===== src/rtl/lsu.sv =====
// lsu: load/store unit bridging the memory stage to a valid/ready data bus
// Ports: req_* carries the memory-stage access in; stall, dmem_rdata, misalign and bus_err go to the pipeline;
//        bus_req_valid/bus_we/bus_addr/bus_wdata/bus_be form the bus request; bus_req_ready accepts it;
//        bus_rsp_valid/bus_rsp_data return the load word.
module lsu #(
  parameter int TIMEOUT_CYCLES = 255
) (
  input  logic        clk,
  input  logic        rst,
  input  logic        req_valid,
  input  logic        req_we,
  input  logic [2:0]  req_funct3,
  input  logic [31:0] req_addr,
  input  logic [31:0] req_wdata,
  output logic        stall,
  output logic [31:0] dmem_rdata,
  output logic        misalign,
  output logic        bus_err,
  output logic        bus_req_valid,
  input  logic        bus_req_ready,
  output logic        bus_we,
  output logic [31:0] bus_addr,
  output logic [31:0] bus_wdata,
  output logic [3:0]  bus_be,
  input  logic        bus_rsp_valid,
  input  logic [31:0] bus_rsp_data
);
  localparam int CW = $clog2(TIMEOUT_CYCLES + 1);
  typedef enum logic [1:0] {IDLE, REQ, WAIT, DONE} state_t;
  state_t r_state, w_next;
  logic [CW-1:0] r_cnt;
  logic [29:0] r_waddr;
  logic [1:0] r_off;
  logic [3:0] r_be;
  logic [31:0] r_wdata, r_rdata;
  logic [2:0] r_f3;
  logic r_we;
  logic [1:0] w_sz;
  logic w_mis, w_start, w_rsp, w_tmo;
  logic [3:0] w_be;
  logic [31:0] w_wdata, w_ld;
  logic [7:0] w_byte;
  logic [15:0] w_half;
  // w_sz: 00 byte, 01 half, else word; store encodings with funct3[2] set are unsupported and fall back to word
  assign w_sz = (req_we && req_funct3[2]) ? 2'b10 : req_funct3[1:0];
  assign w_mis = w_sz == 2'b01 ? req_addr[0] : w_sz != 2'b00 && req_addr[1:0] != 2'b00;
  assign w_be = w_sz == 2'b00 ? 4'b0001 << req_addr[1:0] :
                w_sz == 2'b01 ? (req_addr[1] ? 4'b1100 : 4'b0011) : 4'b1111;
  assign w_wdata = w_sz == 2'b00 ? {4{req_wdata[7:0]}} :
                   w_sz == 2'b01 ? {2{req_wdata[15:0]}} : req_wdata;
  assign w_byte = bus_rsp_data[{r_off, 3'b000} +: 8];
  assign w_half = bus_rsp_data[{r_off[1], 4'b0000} +: 16];
  // funct3[2] selects zero extension for LBU/LHU
  assign w_ld = r_f3[1:0] == 2'b00 ? {{24{~r_f3[2] & w_byte[7]}}, w_byte} :
                r_f3[1:0] == 2'b01 ? {{16{~r_f3[2] & w_half[15]}}, w_half} : bus_rsp_data;
  assign dmem_rdata = r_rdata;
  assign bus_we = r_we;
  assign bus_addr = {r_waddr, 2'b00};
  assign bus_wdata = r_wdata;
  assign bus_be = r_be;
  always_ff @(posedge clk) r_state <= rst ? IDLE : w_next;
  always_comb begin
    w_next = r_state;
    w_start = 1'b0;
    w_rsp = 1'b0;
    w_tmo = 1'b0;
    misalign = 1'b0;
    bus_err = 1'b0;
    bus_req_valid = 1'b0;
    stall = req_valid && !w_mis && r_state != DONE;
    case (r_state)
      IDLE: begin
        misalign = req_valid && w_mis;
        w_start = req_valid && !w_mis;
        w_next = w_start ? REQ : IDLE;
      end
      REQ: begin
        bus_req_valid = 1'b1;
        // a load response arriving together with acceptance is taken immediately
        w_rsp = bus_req_ready && !r_we && bus_rsp_valid;
        w_next = !bus_req_ready ? REQ : (r_we || bus_rsp_valid) ? DONE : WAIT;
      end
      WAIT: begin
        w_rsp = bus_rsp_valid;
        w_tmo = !bus_rsp_valid && r_cnt == CW'(TIMEOUT_CYCLES - 1);
        bus_err = w_tmo;
        w_next = (w_rsp || w_tmo) ? DONE : WAIT;
      end
      DONE: w_next = IDLE;
      default: w_next = IDLE;
    endcase
  end
  always_ff @(posedge clk) begin
    if (rst) begin
      r_cnt <= '0;
      r_waddr <= '0;
      r_off <= '0;
      r_be <= '0;
      r_wdata <= '0;
      r_f3 <= '0;
      r_we <= 1'b0;
      r_rdata <= '0;
    end else begin
      if (w_start) begin
        r_waddr <= req_addr[31:2];
        r_off <= req_addr[1:0];
        r_be <= w_be;
        r_wdata <= w_wdata;
        r_f3 <= req_funct3;
        r_we <= req_we;
      end
      r_cnt <= r_state == WAIT ? r_cnt + 1'b1 : '0;
      r_rdata <= w_rsp ? w_ld : w_tmo ? '0 : r_rdata;
    end
  end
endmodule


===== config.mk =====
export PLATFORM = sky130hd
export DESIGN_NAME = lsu
export DESIGN_NICKNAME = d
export VERILOG_FILES = /design/src/rtl/lsu.sv
export SDC_FILE = /design/constraint.sdc
export NUM_CORES = 1
export LEC_CHECK = 0
export ABC_AREA = 1
export CAP_MARGIN = 10
export CORE_ASPECT_RATIO = 1.1
export CORE_MARGIN = 5
export CORE_UTILIZATION = 40
export CTS_CLUSTER_DIAMETER = 150
export CTS_CLUSTER_SIZE = 16
export DETAILED_ROUTE_END_ITERATION = 16
export GPL_ROUTABILITY_DRIVEN = 0
export HOLD_SLACK_MARGIN = 0.15
export PLACE_DENSITY_LB_ADDON = 0.15
export SYNTH_ARGS = -nofsm -noshare
export SYNTH_HDL_FRONTEND = slang
export SYNTH_SLANG_ARGS = --single-unit

===== constraint.sdc =====
create_clock -name clk -period 1.5 [get_ports clk]
set_input_delay 0.225 -clock clk [delete_from_list [all_inputs] [get_ports clk]]
set_output_delay 0.225 -clock clk [all_outputs]
set_load 0.03 [all_outputs]

==> impl_metrics.py <==
metrics = {
    "synth": {
        "synth_edf_count": 0,
        "ys_seq_area_share_pct": 42.6,
        "ys.flop_type": "dfxtp_1",
        "synth_top_area_share_pct": 42.6,
        "synth.most_common_cell": "nand2_1",
        "synth_warnings": 0,
        "synth_common_cells": "nand2_1 (196), nor2_1 (150), dfxtp_1 (114)",
        "synth_area_leaders": "dfxtp_1 (43%), nand2_1 (14%), nor2_1 (11%)",
        "avgSynthCellArea_sq_um": 6.67,
        "synthArstFlopShare_pct": 0,
        "synthDistinctLibCells": 29,
        "yosys.area.top_type": "dfxtp_1",
        "netlist_instances": 803,
        "ys_ff_latch": 114,
        "mappedNetlistArea_sq_um": 5360,
    },
    "global_routing": {
        "antenna_found_initial": 3,
        "grtUsageTotal_pct": 24.3,
        "gr-total-overflow": 0,
        "grt_max_degree": 38,
        "grt_pass1_wl_microns": 30800,
        "grt_pass1_vias": 6125,
    },
    "layout": {
        "nets": 1194,
        "area.growth.synth_to_final_pct": 83.9,
        "drive_gt1_share_pct": 27.6,
        "fillCellCount": 963,
        "utilization_pct": 74.8,
        "final_cell_count_no_fill": 1259,
    },
    "timing": {
        "period_share_pct": 119,
        "tightest_slew_ns": 0.555,
        "hold_violations": 0,
        "relSlewSlack_pct": 62.9,
        "final.setup_skew_ns": 0.00713,
        "setup_viol": 88,
        "tns_ns": -13.52,
        "drv_slew": 0,
        "fin_crit_ns": 1.79,
        "rsz0062_at_grt": "true",
        "max_clock_freq_mhz": 560,
        "fin_ws_ns": -0.286,
    },
    "cts": {
        "root_buffer": "clkbuf_16",
        "cts-buffers-inserted": 17,
        "cts_hold_buf": 0,
        "tritoncts": "done",
        "clk_path_buf_depth": 2,
        "worstSkewPairLatency_ns": 0.42,
        "path_clk_slew_ns": 0.06,
        "htreeDepth": 4,
        "cts.sinks": 114,
    },
    "floorplan": {
        "core_area_sq_um": 13200,
        "ioPinCount": 210,
        "rows": 44,
        "die_x_microns": 120,
        "die_area_sq_um": 15800,
        "initial_core_util_pct": 40.7,
        "die_h_microns": 131,
    },
    "setup_path": {
        "critPathTopFamily": "buffers and inverters",
        "start_kind": "register",
        "worstPathArrival_ns": 2.07,
        "path_depth": 11,
        "worstSetupEndpoint": "dmem_rdata[26]$_SDFFE_PP0P_",
        "cp_slowest_cell": "dfxtp_2",
        "regToRegSetupSlack_ns": -0.29,
        "critPathMaxFanout": 6,
        "cp_slowest_stage_delay_ns": 0.35,
        "end_kind": "register",
        "cp_num_buf_inv": 5,
        "crit_start": "r_state[0]$_SDFF_PP0_",
        "path_cells": "inv_4, buf_6, ha_4, nand2_1, inv_1, nand2_2, nor2_4, clkinv_4, buf_8, nand3_1, a21oi_1",
        "critical_path_required_ns": 1.78,
        "worstRegToRegCells": 11,
        "rr_endpoint": "dmem_rdata[26]$_SDFFE_PP0P_",
        "rr_startpoint": "r_state[0]$_SDFF_PP0_",
        "crit_type": "reg2reg",
    },
    "placed_design": {
        "hpwlAfterDp_microns": 13100,
        "port_buffers": 207,
        "dp.cells": 1185,
        "placement.setup.worst_slack_ns": -0.399,
    },
    "flow_run": {
        "cap_violations": 0,
    },
    "detailed_routing": {
        "drtAntennaViolNets": 0,
        "drc": 0,
        "wl_per_cell_microns": 17.3,
        "first_pass_iters": 5,
        "vias": 6591,
        "drt_iter0_markers": 564,
        "vias_per_cell": 5.24,
        "routed_wl_microns": 21700,
    },
    "run_status": {
        "violations": "setup timing",
        "status": "finished with violations",
    },
    "power": {
        "powerDensity_nw_per_um2": 966,
        "ir_worst_vdd_mv": 0.992,
        "p_leak_uw": 0.00436,
    },
    "worst_hold_path": {
        "hp-class": "in2reg",
        "whs_path_depth": 3,
    },
}
[how the worst min path moves through the flow]
stage | slack [ns] | from | endpoint
after global placement | 0.43 | r_cnt[4]$_SDFF_PP0_ | r_cnt[4]$_SDFF_PP0_
after detailed placement | 0.44 | r_cnt[4]$_SDFF_PP0_ | r_cnt[4]$_SDFF_PP0_
after global routing | 0.27 | req_we | bus_we$_SDFFE_PP0P_
after floorplan | 0.39 | req_wdata[0] | bus_wdata[0]$_SDFFE_PP0P_
after CTS | 0.25 | req_we | bus_we$_SDFFE_PP0P_
final | 0.27 | req_we | bus_we$_SDFFE_PP0P_
[report_power, final]
part | switching, uW | internal (uW)
Combinational | 1350 | 1090
Sequential | 123 | 3200
Clock | 1440 | 2310
Total | 2910 | 6600
[state kept, by name (all words and copies together) (netlist names), named ones only]
register and cells:
bus_wdata 32, dmem_rdata 32, r_waddr 30, r_cnt 8, bus_be 4, r_f3 3
r_off 2, bus_we 1, r_state 1
[layout by cell type, fill, tap and decap left out, types with 3 or more instances in the layout]
master / count
nand2_1: 182
nor2_1: 110
dfxtp_1: 110
dlygate4sd2_1: 99
clkdlybuf4s50_1: 97
nand3_1: 67
buf_4: 50
a21oi_1: 45
nand3_2: 38
o21ai_0: 29
clkbuf_16: 28
buf_6: 24
inv_1: 23
nor2_2: 22
nor2_4: 21
a21oi_2: 18
o21ai_2: 16
nand2_2: 15
buf_12: 13
o21ai_1: 10
inv_2: 6
clkdlybuf4s15_1: 6
clkbuf_8: 5
clkinv_2: 5
buf_8: 5
or2_2: 4
nor3_1: 4
ha_4: 4
clkinvlp_4: 4
nand3_4: 3
buf_16: 3
dfxtp_2: 3
[metal layers]
layer | vias up | wire [microns] | share of wire [%] | GRT usage [%]
li1 | 3176 | - | - | -
met1 | 3025 | 8040 | 37 | 27.5
met2 | 318 | 10800 | 49 | 41.2
met3 | 70 | 2060 | 9.5 | 8.43
met4 | 2 | 862 | 4.0 | 10.8
met5 | - | 11 | 0.051 | 0
[per-stage QoR]
stage | power (uW) | area (sq um) | hold slack, ns
6_report | 9510 | 9850 | 0.274
5_1_grt | 9900 | 9850 | 0.272
4_1_cts | 9120 | 8980 | 0.246
3_5_place_dp | 5360 | 8000 | 0.440
3_3_place_gp | 5350 | 8000 | 0.435
2_1_floorplan | 4410 | 5400 | 0.389
[worst reg2reg max path, stage by stage (launching register included)]
cell and delay (ns):
dfxtp_2 0.35, inv_4 0.05, buf_6 0.11, ha_4 0.25, nand2_1 0.04, inv_1 0.06
nand2_2 0.06, nor2_4 0.24, clkinv_4 0.17, buf_8 0.17, nand3_1 0.08, a21oi_1 0.07
[area by class of cell]
type | instances | area, sq um | area share [%]
antenna | 2 | 5.00 | 0.0508
clock buffer | 23 | 498 | 5.06
clock inverter | 9 | 55.1 | 0.559
inverter | 36 | 158 | 1.60
multi-input combinational | 605 | 3400 | 34.5
sequential | 114 | 2290 | 23.2
tap | 161 | 201 | 2.05
timing repair buffer | 309 | 3240 | 32.9
[timing repair]
item / CTS / global route
setup endpoints to repair: 141 / 114
resized for setup: 198 / 171
pin swaps: 34 / 59
cloned: 7 / 15
setup buffers: 17 / 4
[cells by family after synthesis]
| logic type | count (synthesis) | synth area share (%) |
|---|---|---|
| fa+ha+maj | 6 | 1.40 |
| simple gates | 471 | 36.6 |
| flops | 114 | 42.6 |
| other cells | 1 | 0.0700 |
| xor+xnor | 1 | 0.164 |
| compound gates | 124 | 11.8 |
| buf+inv | 86 | 7.36 |
Note: power is estimated with default switching activity, not from simulation.
